$ cat src/rtl/mem_pkg.sv
// Shared constants and types for the byte-lane scratch memory and its access unit.
package mem_pkg;

  localparam int unsigned ADDR_WIDTH       = 32;
  localparam int unsigned DATA_WIDTH_BYTES = 4;
  localparam int unsigned MEM_SIZE_BYTES   = 4096;

  typedef enum logic [1:0] {
    SIZE_B = 2'b00,
    SIZE_H = 2'b01,
    SIZE_W = 2'b10
  } size_e;

  typedef enum logic [1:0] {
    StIdle,
    StIssue,
    StWait,
    StResp
  } state_e;

  // Bytes touched by an access; the illegal encoding maps to 4 but is faulted separately.
  function automatic logic [2:0] size_nbytes(logic [1:0] size);
    case (size)
      2'b00:   return 3'd1;
      2'b01:   return 3'd2;
      default: return 3'd4;
    endcase
  endfunction

endpackage

$ cat src/rtl/mem_access_unit_if.sv
// Core request/response channel plus the byte-lane memory bus of the access unit.
interface mem_access_unit_if;
  import mem_pkg::*;

  logic                  req_valid;
  logic                  req_ready;
  logic                  req_we;
  logic [1:0]            req_size;
  logic                  req_unsigned;
  logic [ADDR_WIDTH-1:0] req_addr;
  logic [31:0]           req_wdata;

  logic                  rsp_valid;
  logic                  rsp_ready;
  logic [31:0]           rsp_rdata;
  logic                  rsp_fault;

  logic                  mem_wenableL [DATA_WIDTH_BYTES];
  logic [7:0]            mem_data_w   [DATA_WIDTH_BYTES];
  logic [ADDR_WIDTH-1:0] mem_addr;
  logic [7:0]            mem_data_r   [DATA_WIDTH_BYTES];

  modport slave (
    input  req_valid, req_we, req_size, req_unsigned, req_addr, req_wdata, rsp_ready, mem_data_r,
    output req_ready, rsp_valid, rsp_rdata, rsp_fault, mem_wenableL, mem_data_w, mem_addr
  );

  modport master (
    output req_valid, req_we, req_size, req_unsigned, req_addr, req_wdata, rsp_ready, mem_data_r,
    input  req_ready, rsp_valid, rsp_rdata, rsp_fault, mem_wenableL, mem_data_w, mem_addr
  );

endinterface

$ cat src/rtl/load_extend.sv
// Assembles the used read lanes into a 32-bit value with sign or zero extension.
module load_extend
  import mem_pkg::*;
(
  input  logic [7:0]  lanes [DATA_WIDTH_BYTES],
  input  size_e       size,
  input  logic        is_unsigned,
  output logic [31:0] data
);

  logic ext;

  always_comb begin
    ext  = 1'b0;
    data = '0;
    unique case (size)
      SIZE_B: begin
        ext  = ~is_unsigned & lanes[0][7];
        data = {{24{ext}}, lanes[0]};
      end
      SIZE_H: begin
        ext  = ~is_unsigned & lanes[1][7];
        data = {{16{ext}}, lanes[1], lanes[0]};
      end
      SIZE_W:  data = {lanes[3], lanes[2], lanes[1], lanes[0]};
      default: data = '0;
    endcase
  end

endmodule

$ cat src/rtl/mem_access_unit.sv
// Load/store initiator: accepts core requests, drives byte lanes, returns extended load data.
module mem_access_unit
  import mem_pkg::*;
(
  input logic              clk,
  input logic              rstL,
  mem_access_unit_if.slave bus
);

  localparam int unsigned SumWidth = ADDR_WIDTH + 1;

  state_e                state_q, state_d;
  size_e                 size_q;
  logic                  unsigned_q;
  logic                  we_q;
  logic [31:0]           rdata_q;
  logic                  fault_q;
  logic                  wen_q   [DATA_WIDTH_BYTES];
  logic                  wen_d   [DATA_WIDTH_BYTES];
  logic [7:0]            wdata_q [DATA_WIDTH_BYTES];
  logic [ADDR_WIDTH-1:0] addr_q;

  logic                  accept;
  logic [2:0]            nbytes;
  logic [SumWidth-1:0]   end_addr;
  logic                  fault_req;
  logic [31:0]           ext_data;

  assign accept    = bus.req_valid && (state_q == StIdle);
  assign nbytes    = size_nbytes(bus.req_size);
  // One extra bit so addr + nbytes cannot wrap past the bounds check.
  assign end_addr  = {1'b0, bus.req_addr} + SumWidth'(nbytes);
  assign fault_req = (bus.req_size == 2'b11) || (end_addr > SumWidth'(MEM_SIZE_BYTES));

  always_comb begin
    for (int i = 0; i < DATA_WIDTH_BYTES; i++) begin
      wen_d[i] = !(bus.req_we && (i < int'(nbytes)));
    end
  end

  always_ff @(posedge clk or negedge rstL) begin
    if (!rstL) state_q <= StIdle;
    else       state_q <= state_d;
  end

  always_comb begin
    state_d = state_q;
    unique case (state_q)
      StIdle:  if (accept) state_d = fault_req ? StResp : StIssue;
      StIssue: state_d = we_q ? StResp : StWait;
      StWait:  state_d = StResp;
      StResp:  if (bus.rsp_ready) state_d = StIdle;
      default: state_d = StIdle;
    endcase
  end

  always_ff @(posedge clk or negedge rstL) begin
    if (!rstL) begin
      size_q     <= SIZE_B;
      unsigned_q <= 1'b0;
      we_q       <= 1'b0;
      rdata_q    <= '0;
      fault_q    <= 1'b0;
      addr_q     <= '0;
      for (int i = 0; i < DATA_WIDTH_BYTES; i++) begin
        wen_q[i]   <= 1'b1;
        wdata_q[i] <= 8'h00;
      end
    end else begin
      if (accept) begin
        if (fault_req) begin
          fault_q <= 1'b1;
          rdata_q <= '0;
        end else begin
          addr_q     <= bus.req_addr;
          size_q     <= size_e'(bus.req_size);
          unsigned_q <= bus.req_unsigned;
          we_q       <= bus.req_we;
          for (int i = 0; i < DATA_WIDTH_BYTES; i++) begin
            wen_q[i]   <= wen_d[i];
            wdata_q[i] <= bus.req_wdata[8*i +: 8];
          end
        end
      end
      // Write strobes are held for exactly the one cycle the memory samples them.
      if (state_q == StIssue) begin
        for (int i = 0; i < DATA_WIDTH_BYTES; i++) wen_q[i] <= 1'b1;
        if (we_q) begin
          rdata_q <= '0;
          fault_q <= 1'b0;
        end
      end
      if (state_q == StWait) begin
        rdata_q <= ext_data;
        fault_q <= 1'b0;
      end
    end
  end

  load_extend u_load_extend (
    .lanes       (bus.mem_data_r),
    .size        (size_q),
    .is_unsigned (unsigned_q),
    .data        (ext_data)
  );

  assign bus.req_ready    = (state_q == StIdle);
  assign bus.rsp_valid    = (state_q == StResp);
  assign bus.rsp_rdata    = rdata_q;
  assign bus.rsp_fault    = fault_q;
  assign bus.mem_addr     = addr_q;
  assign bus.mem_wenableL = wen_q;
  assign bus.mem_data_w   = wdata_q;

endmodule

$ cat src/flat_wrapper.sv
// flat-port wrapper written by rule: the top's interface ports become plain ports
module mem_access_unit_flat import mem_pkg::*;
  (clk, rstL, bus_req_valid, bus_req_we, bus_req_size, bus_req_unsigned, bus_req_addr, bus_req_wdata, bus_rsp_ready, bus_mem_data_r, bus_req_ready, bus_rsp_valid, bus_rsp_rdata, bus_rsp_fault, bus_mem_wenableL, bus_mem_data_w, bus_mem_addr);
  mem_access_unit_if bus_i ();
  input logic clk;
  input logic rstL;
  input wire logic [$bits(bus_i.req_valid)-1:0] bus_req_valid;
  input wire logic [$bits(bus_i.req_we)-1:0] bus_req_we;
  input wire logic [$bits(bus_i.req_size)-1:0] bus_req_size;
  input wire logic [$bits(bus_i.req_unsigned)-1:0] bus_req_unsigned;
  input wire logic [$bits(bus_i.req_addr)-1:0] bus_req_addr;
  input wire logic [$bits(bus_i.req_wdata)-1:0] bus_req_wdata;
  input wire logic [$bits(bus_i.rsp_ready)-1:0] bus_rsp_ready;
  input wire logic [$bits(bus_i.mem_data_r)-1:0] bus_mem_data_r;
  output wire logic [$bits(bus_i.req_ready)-1:0] bus_req_ready;
  output wire logic [$bits(bus_i.rsp_valid)-1:0] bus_rsp_valid;
  output wire logic [$bits(bus_i.rsp_rdata)-1:0] bus_rsp_rdata;
  output wire logic [$bits(bus_i.rsp_fault)-1:0] bus_rsp_fault;
  output wire logic [$bits(bus_i.mem_wenableL)-1:0] bus_mem_wenableL;
  output wire logic [$bits(bus_i.mem_data_w)-1:0] bus_mem_data_w;
  output wire logic [$bits(bus_i.mem_addr)-1:0] bus_mem_addr;
  assign bus_i.req_valid = bus_req_valid;
  assign bus_i.req_we = bus_req_we;
  assign bus_i.req_size = bus_req_size;
  assign bus_i.req_unsigned = bus_req_unsigned;
  assign bus_i.req_addr = bus_req_addr;
  assign bus_i.req_wdata = bus_req_wdata;
  assign bus_i.rsp_ready = bus_rsp_ready;
  assign bus_i.mem_data_r = {>>{bus_mem_data_r}};
  assign bus_req_ready = bus_i.req_ready;
  assign bus_rsp_valid = bus_i.rsp_valid;
  assign bus_rsp_rdata = bus_i.rsp_rdata;
  assign bus_rsp_fault = bus_i.rsp_fault;
  assign bus_mem_wenableL = {>>{bus_i.mem_wenableL}};
  assign bus_mem_data_w = {>>{bus_i.mem_data_w}};
  assign bus_mem_addr = bus_i.mem_addr;
  mem_access_unit u_core (.clk(clk), .rstL(rstL), .bus(bus_i));
endmodule
$ cat config.mk
export PLATFORM = sky130hd
export DESIGN_NAME = mem_access_unit_flat
export DESIGN_NICKNAME = d
export VERILOG_FILES = /design/src/rtl/mem_pkg.sv /design/src/rtl/mem_access_unit_if.sv /design/src/rtl/load_extend.sv /design/src/rtl/mem_access_unit.sv /design/src/flat_wrapper.sv
export SDC_FILE = /design/constraint.sdc
export NUM_CORES = 1
export LEC_CHECK = 0
export BUFFER_PORTS_ARGS = -buffer_cell sky130_fd_sc_hd__buf_2
export CORE_ASPECT_RATIO = 1.5
export CORE_MARGIN = 3
export CORE_UTILIZATION = 35
export CTS_BUF_LIST = sky130_fd_sc_hd__clkbuf_2 sky130_fd_sc_hd__clkbuf_4 sky130_fd_sc_hd__clkbuf_8
export CTS_CLUSTER_DIAMETER = 150
export DETAILED_ROUTE_END_ITERATION = 10
export PLACE_DENSITY = 0.61
export SLEW_MARGIN = 20
export SYNTH_ARGS = -nofsm -noshare
export SYNTH_HDL_FRONTEND = slang
export SYNTH_SLANG_ARGS = --single-unit
$ cat constraint.sdc
create_clock -name clk -period 5.55 [get_ports clk]
set_input_delay 0.2775 -clock clk [delete_from_list [all_inputs] [get_ports clk]]
set_output_delay 0.2775 -clock clk [all_outputs]
set_load 0.1 [all_outputs]
==> results.rst <==
.. list-table::
   :header-rows: 1

   * - Metric
     - Value
   * - Status
     - finished, final reports clean
   * - Area of the mapped netlist
     - a little over 5000 µm²
   * - Remaining Overflow, GRT
     - 0
   * - Number of levels the H-tree was split into
     - 3
   * - Antenna violations before repair
     - 0
   * - Critical Path AT
     - between 4 and 5 ns
   * - # IOs
     - slightly above 200
   * - Highest fanout seen on the critical path
     - 58
   * - Final Critical Period
     - between 4 and 5 ns
   * - Startpoint of the lowest-slack register-to-register path
     - u_core.state_q[0]$_DFFE_PN0P_
   * - Iteration-0 DRC count of the detailed router
     - 170
   * - Post-CTS repair timing setup buffer count
     - 0
   * - Setup CP Type
     - primary input to flop
   * - # rows
     - 53
   * - Count of mapped cells out of synthesis
     - between 400 and 500
   * - Maximum clock rate
     - roughly 0.23 GHz
   * - Net Count, Synth
     - about 580
   * - Main flop type after synthesis
     - dfrtp_1
   * - Combined global-route utilization of all metal layers
     - 17.61%
   * - Chip Width
     - between 100 and 150 µm
   * - Largest net degree at the start of global routing
     - a little under 70
   * - Clock Skews
     - roughly 0.017 ns
   * - Leakage power figure
     - approximately 3.5 nW
   * - Antenna cell count
     - 0
   * - Vias per inst
     - about 5.2
   * - # DRC
     - 0
   * - Share of flip-flops with an asynchronous set or reset after synthesis
     - 100.0%
   * - Clock Tree Root
     - clkbuf_8
   * - Number of buffers inserted by port buffering
     - 206
   * - NumNets Final
     - between 700 and 800
   * - Wire length reported by the detailed router
     - about 14000 µm
   * - Delay of the slowest cell on the worst path
     - slightly above 0.6 ns
   * - Layout area overhead
     - 26.92%
   * - Power per cell area
     - about 430 nW/µm²
   * - Final hold viol count
     - 0
   * - Residual antenna-violating net count after detailed routing
     - 0
   * - Clock Sink Count
     - around 110
   * - Vias post-DR
     - 4429
   * - Count of synthesis-stage warnings from yosys
     - 0
   * - Total negative setup slack
     - 0 ns
   * - Floorplan core area
     - between 10000 and 15000 µm²
   * - Height of the chip
     - approximately 150 µm
   * - Worst Path Required
     - between 5 and 6 ns
   * - Worst Tran Pin Value
     - around 0.85 ns
   * - Cell with the most instances on the worst path
     - ha_1
   * - Top library cells by usage in the layout, fill and taps aside
     - buf_2 (205), dfrtp_1 (103), mux2_2 (50)
   * - Detailed placement HPWL
     - between 10000 and 15000 µm
   * - Beginning of the critical path
     - bus_req_size[1]
   * - Crit path cell chain
     - buf_2, nor2_1, inv_1, ha_1, ha_1, o21ai_2, or4_1, nor4_2, nand4_1, a22o_1, or4_4, nor3_4, buf_4, mux2_2
   * - Number of synthesized flops with an enable pin
     - 0
   * - Number of buffers added by the clock tree synthesis step
     - 9
   * - Register bit total from synthesis
     - 107
   * - Wire length of the first global-routing pass
     - between 20000 and 25000 µm
   * - Worst slew margin relative to its limit
     - between 40% and 50%
   * - Max_cap viols
     - 0
   * - Maximum root-to-sink buffer count
     - 2
   * - Synth Area per Inst
     - approximately 11 µm²
   * - Effective utilization at floorplan
     - ~36%
   * - Period Utilization, post-route
     - between 70% and 80%
   * - Cell variety after synth
     - 60
   * - Unrepaired setup endpoints after global routing
     - false
   * - Router iterations before antenna repair
     - 4
   * - Hold_ws
     - 0.1179 ns
   * - IR drop worst, VDD
     - 0.0003222 V
   * - Most common library cell in the layout ignoring fill and taps
     - buf_2
   * - Hold crit path type
     - primary input to flop
   * - Worst-path cell with the longest stage delay
     - or4_1
   * - Vias in the first global route
     - roughly 4.6k
   * - Final setup fails
     - 0
   * - Launch point of the worst hold path
     - bus_mem_data_r[24]
   * - Average wire per cell in the routed design
     - approximately 17 µm
   * - Startpoint type of the worst setup path
     - primary input
   * - Die ar.
     - approximately 16000 µm²
   * - GPL Wtd Cong
     - around 0.93
   * - Number of pins with negative max-slew slack in the final report
     - 0
   * - Clock latency on the worst-skew pair
     - approximately 0.37 ns
   * - Filler cells
     - 1387
   * - Part of the Yosys area used for sequential elements
     - roughly 52%
   * - Clock-pin transition on the worst setup and hold timing paths
     - 0.11 ns
   * - Layout cells sized above 1
     - ~44%
   * - Overall power
     - roughly 0.0029 W
   * - Clock tree from TritonCTS
     - done
   * - Type of destination of the critical path
     - flop
## worst max-delay path: cells and delay by family
kind / cells / cell delay (ns)
AND/OR/NAND/NOR: 6 / 2.05
multiplexers: 1 / 0.41
buffers and inverters: 3 / 0.79
AO/OA/AOI/OAI: 2 / 0.34
adder cells (fa/ha/maj): 2 / 0.57
## layer usage
layer / global-route usage, % / vias up / share of wire, %
li1: - / 2076 / -
met1: 20.43 / 2152 / 39
met2: 31.84 / 168 / 53
met3: 2.004 / 33 / 4.7
met4: 8.755 / 0 / 3.2
met5: 0 / - / 0
## metrics by stage
step | instances | util [%] | worst slack [ns] | cell area (µm²)
2_1_floorplan | 462 | - | 1.654 | 5169
3_3_place_gp | 842 | 44.73 | 0.9795 | 6377
3_5_place_dp | 842 | 44.73 | 0.8964 | 6377
4_1_cts | 858 | 46.01 | 1.299 | 6560
5_1_grt | 858 | 46.01 | 1.009 | 6560
6_report | 858 | 46.01 | 1.273 | 6560
## synth_stat cells, types with 2 or more instances
cell / count / share of area [%]
a2111oi_0: 2 / 0.34
a211o_1: 2 / 0.34
a21o_1: 25 / 3.6
a21oi_1: 28 / 2.7
a22o_1: 16 / 2.7
a311oi_1: 2 / 0.34
a31oi_1: 2 / 0.24
and2_1: 3 / 0.36
and3_1: 2 / 0.24
and4_1: 3 / 0.51
buf_2: 5 / 0.48
buf_4: 5 / 0.73
clkbuf_1: 12 / 0.87
dfrtp_1: 103 / 50
dfstp_2: 4 / 2.0
ha_1: 8 / 1.9
inv_1: 11 / 0.80
mux2_2: 50 / 11
mux2i_1: 6 / 1.2
nand2_1: 38 / 2.8
nand2b_1: 5 / 0.61
nand3_1: 6 / 0.58
nand4_1: 14 / 1.7
nor2_1: 19 / 1.4
nor2b_1: 20 / 2.4
nor3_1: 16 / 1.5
nor3b_1: 3 / 0.44
nor4_1: 6 / 0.73
o21ai_0: 4 / 0.39
o21bai_1: 2 / 0.29
o31a_1: 2 / 0.34
o31ai_1: 4 / 0.58
or2_2: 3 / 0.36
or3_1: 2 / 0.24
or3b_2: 2 / 0.34
xnor2_1: 3 / 0.51
## path summary, 6_finish.rpt
check	end	slack (ns)	cells after the start
max	u_core.bus.mem_data_w[25]$_DFFE_PN0P_	1.27	14
min	u_core.bus.rsp_rdata[0]$_DFF_PN0_	0.12	2
max reg2reg	u_core.bus.mem_data_w[25]$_DFFE_PN0P_	3.28	6
min reg2reg	u_core.bus.rsp_rdata[28]$_DFF_PN0_	0.48	1
max in group asynchronous	u_core.bus.mem_addr[14]$_DFFE_PN0P_	3.89	3
min in group asynchronous	u_core.bus.rsp_rdata[0]$_DFF_PN0_	0.40	2
## report_power, final
group | leakage (nW) | internal (W) | switching, W
Sequential | 1.43 | 0.000898 | 0.0000659
Combinational | 2.01 | 0.000281 | 0.00117
Clock | 0.0904 | 0.000167 | 0.000272
Total | 3.53 | 0.00135 | 0.00151
## area by class of cell
type	count	area, µm²	share of cell area, %
sequential	107	2683	40.89
multi-input combinational	321	2342	35.70
timing repair buffer	212	1081	16.48
tap	192	240.2	3.662
clock buffer	9	123.9	1.888
clock inverter	6	48.80	0.7438
inverter	11	41.29	0.6294
## state kept, by name (all words and copies together), names as in the netlist
| register | flops |
|---|---|
| u_core.bus.rsp_fault | 1 |
| u_core.unsigned_q | 1 |
| u_core.we_q | 1 |
| u_core.bus.mem_addr | 32 |
| u_core.bus.rsp_rdata | 32 |
| u_core.bus.mem_data_w | 32 |
| u_core.size_q | 2 |
| u_core.state_q | 2 |
| u_core.bus.mem_wenableL | 4 |
## what timing repair did
item,CTS,global route
hold buffers,1,0
endpoints found under the hold margin,39,0
resized for setup,0,0
## cell families after synthesis
group,Yosys count,synth area share (%)
and+or+nand+nor,150,15.86
DFF,107,51.90
muxes,56,12.06
adders and majority gates,9,2.324
AOI/OAI and AO/OA,102,14.23
xor gates and xnor gates,4,0.6779
buffers and inverters,34,2.953
Note: power is estimated with default switching activity, not from simulation.
